--- config.mk ---
export PLATFORM = sky130hd
export DESIGN_NAME = fifo_uart_tx
export DESIGN_NICKNAME = d
export VERILOG_FILES = /design/src/rtl/fifo_uart_tx.sv
export SDC_FILE = /design/constraint.sdc
export NUM_CORES = 1
export LEC_CHECK = 0
export CORE_AREA = 3 3 69 71
export CTS_CLUSTER_SIZE = 40
export DETAILED_ROUTE_END_ITERATION = 10
export DIE_AREA = 0 0 72 74
export HOLD_SLACK_MARGIN = 0.08
export PLACE_DENSITY = 0.64
export SETUP_SLACK_MARGIN = 0.4
export SLEW_MARGIN = 20
export SYNTH_ARGS = -nofsm -noshare
export SYNTH_HDL_FRONTEND = slang
export SYNTH_SLANG_ARGS = --single-unit
--- constraint.sdc ---
create_clock -name clk -period 2.3 [get_ports clk]
set_input_delay 0.46 -clock clk [delete_from_list [all_inputs] [get_ports clk]]
set_output_delay 0.46 -clock clk [all_outputs]
set_load 0.01 [all_outputs]
--- src/rtl/fifo_uart_tx.sv ---
// fifo_uart_tx -- drains bytes from an upstream FIFO and sends each one as a
// UART frame: start bit (0), 8 data bits LSB first, optional even parity bit,
// and a stop bit (1). Each bit lasts CLKS_PER_BIT clocks.
//
// Configuration macro: UART_TX_PARITY_EN
//   undefined -> 10-bit frame, no parity logic is built
//   defined   -> 11-bit frame, even parity bit inserted between data and stop
//
// Ports
//   clk         clock, all state changes on the rising edge
//   rst         asynchronous active-high reset
//   fifo_empty  upstream FIFO empty flag
//   fifo_data   upstream FIFO registered read data (valid the cycle after a strobe)
//   fifo_rd_en  read strobe to the FIFO
//   tx          serial line, idles high, always driven from a flop
//   busy        high whenever the FSM is not in IDLE
//   frame_done  one-cycle pulse during the last cycle of the stop bit
//   dbg_state   current FSM state encoding, for observation only
//
// FIFO handshake: fifo_rd_en is a single-cycle pop strobe, raised only in IDLE
// while fifo_empty is low. The FIFO returns the byte on fifo_data in the next
// cycle (WAIT), where it is captured. fifo_empty and fifo_data are ignored in
// every other state, so at most one byte is taken per frame.
module fifo_uart_tx #(
  parameter int CLKS_PER_BIT = 16
) (
  input  logic       clk,
  input  logic       rst,
  input  logic       fifo_empty,
  input  logic [7:0] fifo_data,
  output logic       fifo_rd_en,
  output logic       tx,
  output logic       busy,
  output logic       frame_done,
  output logic [2:0] dbg_state
);

  typedef enum logic [2:0] {
    S_IDLE   = 3'd0,
    S_WAIT   = 3'd1,
    S_START  = 3'd2,
    S_DATA   = 3'd3,
    S_PARITY = 3'd4,
    S_STOP   = 3'd5
  } state_t;

  localparam logic [15:0] BAUD_MAX = 16'(CLKS_PER_BIT - 1);

  state_t      state_q, state_d;
  logic [15:0] baud_q, baud_d;
  logic [2:0]  bit_q, bit_d;
  logic [7:0]  shift_q, shift_d;
  logic        tx_q, tx_d;
  logic        rd_req;
  logic        done_d;
  logic        bit_end;

`ifdef UART_TX_PARITY_EN
  // Parity is taken from the byte as it arrives, since the shift register is
  // consumed while the data bits go out.
  logic par_q;

  always_ff @(posedge clk or posedge rst) begin
    if (rst) begin
      par_q <= 1'b0;
    end else if (state_q == S_WAIT) begin
      par_q <= ^fifo_data;
    end
  end
`endif

  assign bit_end = (baud_q == BAUD_MAX);

  always_comb begin
    state_d = state_q;
    baud_d  = baud_q + 16'd1;
    bit_d   = bit_q;
    shift_d = shift_q;
    tx_d    = tx_q;
    rd_req  = 1'b0;
    done_d  = 1'b0;
    case (state_q)
      S_IDLE: begin
        baud_d = 16'd0;
        tx_d   = 1'b1;
        if (!fifo_empty) begin
          rd_req  = 1'b1;
          state_d = S_WAIT;
        end
      end
      S_WAIT: begin
        baud_d  = 16'd0;
        shift_d = fifo_data;
        tx_d    = 1'b0;              // start bit appears on the next edge
        state_d = S_START;
      end
      S_START: begin
        if (bit_end) begin
          baud_d  = 16'd0;
          tx_d    = shift_q[0];
          state_d = S_DATA;
        end
      end
      S_DATA: begin
        if (bit_end) begin
          baud_d  = 16'd0;
          bit_d   = bit_q + 3'd1;    // wraps 7->0 as the last bit finishes
          shift_d = {1'b0, shift_q[7:1]};
          if (bit_q == 3'd7) begin
`ifdef UART_TX_PARITY_EN
            tx_d    = par_q;
            state_d = S_PARITY;
`else
            tx_d    = 1'b1;
            state_d = S_STOP;
`endif
          end else begin
            tx_d = shift_q[1];
          end
        end
      end
`ifdef UART_TX_PARITY_EN
      S_PARITY: begin
        if (bit_end) begin
          baud_d  = 16'd0;
          tx_d    = 1'b1;
          state_d = S_STOP;
        end
      end
`endif
      S_STOP: begin
        if (bit_end) begin
          baud_d  = 16'd0;
          done_d  = 1'b1;
          tx_d    = 1'b1;
          state_d = S_IDLE;
        end
      end
      default: begin
        baud_d  = 16'd0;
        tx_d    = 1'b1;
        state_d = S_IDLE;
      end
    endcase
  end

  always_ff @(posedge clk or posedge rst) begin
    if (rst) begin
      state_q <= S_IDLE;
      baud_q  <= 16'd0;
      bit_q   <= 3'd0;
      shift_q <= 8'd0;
      tx_q    <= 1'b1;
    end else begin
      state_q <= state_d;
      baud_q  <= baud_d;
      bit_q   <= bit_d;
      shift_q <= shift_d;
      tx_q    <= tx_d;
    end
  end

  // The strobe is gated by rst so it drops at once, even if fifo_empty is low.
  assign fifo_rd_en = rd_req & ~rst;
  assign tx         = tx_q;
  assign busy       = (state_q != S_IDLE);
  assign frame_done = done_d;
  assign dbg_state  = state_q;

endmodule

Word level (Yosys, flattened, before mapping)
Index checks and enable logic that the tools add are counted.
Storage, ports and cells
  input port bits: 11
  memory bits (read-only): 0
  output and inout port bits: 7
  bits in writable memories: 0
  memories: 0
  bits in latches: 0
  register bits: 31
  logic and storage cells: 47
Operators by class
  divide/modulo/power cells: 0
  multiply operators: 0
  order comparisons: 0
  equality and inequality tests: 11
  $add $sub $neg: 2
  bitwise operators: 2
  mux-type cells: 19
  shifts and indexed selects: 0
  reductions and logical operators: 8
Operators with widths (number)
  $mux 16: 2
  $add 16x1->16 const B: 1
  $eq 16x4->1 const B: 1
  $pmux 8 s2: 1
  $mux 3: 5
  $pmux 3 s5: 1
  $ne 2x2->1 const B: 5
  $mux 1: 8
  $mux 8: 1
  $eq 3x2->1 const B: 2
  $eq 3x3->1 const B: 2
  $reduce_and 5->1: 1
  $pmux 1 s4: 1
  $reduce_and 2->1: 2
  $add 3x1->3 const B: 1
  $eq 3x1->1 const B: 1
  $logic_not 3->1: 1
  $reduce_and 3->1: 1
  $reduce_bool 3->1: 1
  $reduce_or 3->1: 1
  $reduce_bool 2->1: 1
  $and 1x1->1: 1
  $not 1->1: 1

Depth between registers and ports, before layout
  depth after elaboration: 4
  depth in mapped cells: 6

Worst setup path before layout
No wires, ideal clock.
  kind: flip-flop to output port
  start point: register baud_q[0]
  end point: output frame_done
  required time: 1.840 ns
  path slack: 0.523 ns
  cell stages (with the launch flop): 5
  arrival: 1.317 ns
  cell sequence: dfrtp_1 -> ha_1 -> and3_2 -> nand4_4 -> nor3_1
On the way
  longest elaborated chain between the ends: 3
Ends and longest elaborated chain
  start, declared: RTL line 50  | logic [15:0] baud_q, baud_d;
  start signal, assigned: RTL line 156  | baud_q <= baud_d;
  $eq 16x4->1: RTL line 72  | assign bit_end = (baud_q == BAUD_MAX);
  $mux 1: RTL line 132  | if (bit_end) begin
  $mux 1: RTL line 82  | case (state_q)
  end, declared: RTL line 34  | output logic frame_done,
No other way between the ends.

Final worst setup path
  start point: register baud_q[6]
  end point: output frame_done
Same word-level chain as after synthesis.

==> flow_summary.rst <==
.. list-table::
   :header-rows: 1

   * - Metric
     - Value
   * - Status
     - finished, final reports clean
   * - Final clock period utilization by the worst path
     - 0.8576
   * - Number of warnings printed during yosys synthesis
     - 0
   * - Post-route DRC
     - 0
   * - Gate power share
     - 0.046
   * - Type of the worst min-delay path
     - reg2reg
   * - Die extent in x
     - 72 µm
   * - Lkg Pwr
     - 0.0008540 µW
   * - Commonest non-fill, non-tap cell in the layout
     - dfrtp_1
   * - Detailed-route vias per instance
     - 5.026
   * - Storage cell area
     - 780.7 µm²
   * - Number of violations of the max-capacitance limit
     - 0
   * - Proportion of power drawn by flip-flops and latches
     - 0.547
   * - Cell-internal power
     - 787.8 µW
   * - Combined area of the multi-input logic cells
     - 857.1 µm²
   * - Setup skew after layout
     - 0.003675 ns
   * - Maximum fanout encountered on the critical timing path
     - 3
   * - Post-detailed-route wirelength per cell
     - 14.44 µm
   * - Clock tree from TritonCTS
     - yes
   * - Routability-driven placement congestion ratio
     - 0.7992
   * - Max-slew headroom at the worst pin
     - 0.5229
   * - Pre-CTS setup slack
     - 0.09606 ns
   * - Commonest non-fill, non-tap cells in the layout
     - dfrtp_1 (27), nor2_1 (22), clkdlybuf4s50_1 (13)
   * - Worst hold slack after final layout
     - 0.4672 ns
   * - Switching component of the power
     - 228.7 µW
   * - Final Max Slew Viols
     - 0
   * - Detailed-route wire length
     - 3292 µm
   * - Num CTS Buffers
     - 5
   * - Standard cell core area
     - 4294 µm²
   * - Final-report setup violation count
     - 0
   * - Area after DPL
     - 1911 µm²
   * - Final critical path time including I/O delays and setup
     - 1.972 ns
   * - Floorplan row count
     - 24
   * - VDD IR max
     - 366.6 µV
   * - Pin count of the biggest net entering global routing
     - 32
   * - Vias
     - 1,146
   * - Final cell area excluding filler cells
     - 2031 µm²
   * - Grt ovf
     - 0
   * - Clk root buf
     - clkbuf_8
   * - Global-route wire length before repair
     - 5602 µm
   * - Yosys reg bits
     - 31
   * - Part of the total power dissipated in the clock network
     - 0.407
   * - Setup repair after global routing missed its margin
     - yes
   * - Area share of the largest cell type after synthesis
     - 0.4549
   * - Worst Tran Pin Value
     - 0.7156 ns
   * - Maximum count of clock buffers along a single path
     - 2
   * - Number of buffers inserted by port buffering
     - 17
   * - Synth Area per Inst
     - 11.30 µm²
   * - Cell type with the highest aggregate area in the netlist
     - dfrtp_1
   * - Clock input transition at the sequential cells of the worst setup and hold paths
     - 0.07 ns
   * - Post-detailed-route count of antenna-violating nets
     - 0
   * - Via count of the first global-routing pass
     - 1,210
   * - Dominant cells by area after synthesis
     - dfrtp_1 (45%), mux2_4 (8.2%), xnor2_1 (5.3%), nor2_1 (5.0%), mux2_2 (4.8%)
   * - Required time reported for the critical path endpoint
     - 1.84 ns
   * - Vertical die dimension
     - 74 µm
   * - Clock latency on the worst-skew pair
     - 0.28 ns
   * - Cell count after synthesis
     - 146
   * - # H-tree levels
     - 2
   * - Netlist cell types
     - 33
   * - Critical setup path kind
     - reg2out
   * - Post-synthesis instance area
     - 1650 µm²
   * - Kind of capture point of the worst setup path
     - output port
   * - Initial Util
     - 0.3843
   * - Count of boundary I/O pins
     - 18
   * - Final Worst Setup Slack
     - 0.3276 ns
   * - Total die area
     - 5328 µm²
   * - Post-layout net count
     - 189
   * - Share of the yosys chip area belonging to registers
     - 0.4708
   * - Half-perimeter wire length after placement
     - 2305 µm
   * - Syn nets
     - 160
   * - Crit path arrival time
     - 1.51 ns
   * - Switching power as a share of total power
     - 0.2250
   * - Finished Core Util
     - 0.4729
   * - Total global routing track utilization
     - 0.1374
   * - Final antenna diode count
     - 0
   * - Antenna violations before repair
     - 0
   * - Layout filler cell count
     - 382
   * - Timing-limited maximum frequency
     - 507.0 MHz
   * - Number of sinks driven by the clock tree
     - 31
   * - Final-report hold violation count
     - 0
   * - Setup total negative slack
     - 0 ns
   * - Synth-to-Final Area Change
     - 23.05%
   * - Share of final-layout standard cells stronger than drive strength 1
     - 0.2898
   * - Number of search-and-repair iterations in the first detailed-routing pass
     - 4
   * - Critical path startpoint category
     - flop
   * - Iter 0 DRT Violations
     - 45
   * - Total power per unit cell area
     - 500.6 nW/µm²
-- logic make-up (layout without fill, tap and decap cells) --
group / after synthesis / count (layout) / share of synthesized area
buffers and inverters: 10 / 40 / 0.02578
multiplexers: 19 / 19 / 0.1486
AO/OA/AOI/OAI: 8 / 8 / 0.02881
adder cells (fa/ha/maj): 3 / 3 / 0.02275
XOR/XNOR: 13 / 13 / 0.06899
flip-flops: 31 / 31 / 0.4708
AND/OR/NAND/NOR: 62 / 62 / 0.2343
-- final cells by class --
| cell class | count | share of cell area |
|---|---|---|
| Clock buffer | 5 | 0.03389 |
| Tap cell | 52 | 0.03204 |
| Clock inverter | 3 | 0.007394 |
| Inverter | 8 | 0.01479 |
| Sequential cell | 31 | 0.3845 |
| Multi-Input combinational cell | 105 | 0.4221 |
| Timing Repair Buffer | 24 | 0.1054 |
-- flip-flops by register name, summed over array words and instances (netlist names) --
| register | count |
|---|---|
| tx | 1 |
| dbg_state | 3 |
| baud_q | 16 |
| bit_q | 3 |
| shift_q | 8 |
-- what timing repair did --
item / in CTS / in global routing
pin swaps: 2 / 2
buffers inserted: 0 / 2
endpoints found under the setup margin: 3 / 12
resized for setup: 13 / 5
hold buffers: 0 / 0
hold endpoints to repair: 0 / 0
-- power groups by stage --
stage	clock, µW	sequential (µW)	combinational, µW
after floorplan	0	565	22.4
after global placement	0	565	46.5
after detailed placement	0	566	48.2
after CTS	422	556	48.3
after global routing	452	556	51.8
final	414	556	47.2
-- critical path: stages, from the launching register on --
cell     delay [ns]
dfrtp_2        0.44
nor4_4         0.35
nand4_4        0.13
nor3_2         0.14
buf_2          0.16
-- through the flow --
stage | power (µW) | instances
5_1_grt | 1060 | 228
3_5_place_dp | 614.0 | 218
6_report | 1017 | 228
4_1_cts | 1026 | 226
3_3_place_gp | 611.9 | 218
2_1_floorplan | 587.5 | 146
-- cell usage after synthesis, drive strengths merged --
cell type,count
dfstp,1
dfrtp,30
xnor2,10
nand4,4
mux2i,2
ha,3
and3,1
nand3,8
mux2,17
and2b,1
nor2,23
o21ai,4
nand2,7
nor3b,1
inv,8
a31o,1
nor3,8
buf,2
nor4,6
or4,1
a21oi,3
nand2b,1
or3,1
xor2,3
-- worst paths after layout --
kind                           start           end  slack [ns]  cells past startpoint
max in group asynchronous        rst            tx        1.38                      3
setup / recovery           baud_q[6]    frame_done        0.33                      4
hold / removal                    tx            tx        0.47                      2
hold reg to reg                   tx            tx        0.47                      2
min in group asynchronous        rst  dbg_state[2]        0.60                      3
setup reg to reg           baud_q[6]    shift_q[6]        0.48                      5
-- layer usage --
layer	global-route usage	part of all wire	vias to the layer above
li1	-	-	565
met1	0.1588	0.43	552
met2	0.2388	0.52	24
met3	0.04054	0.036	5
met4	0.05846	0.017	0
met5	0	0	-
(Power assumes the default switching activity.)
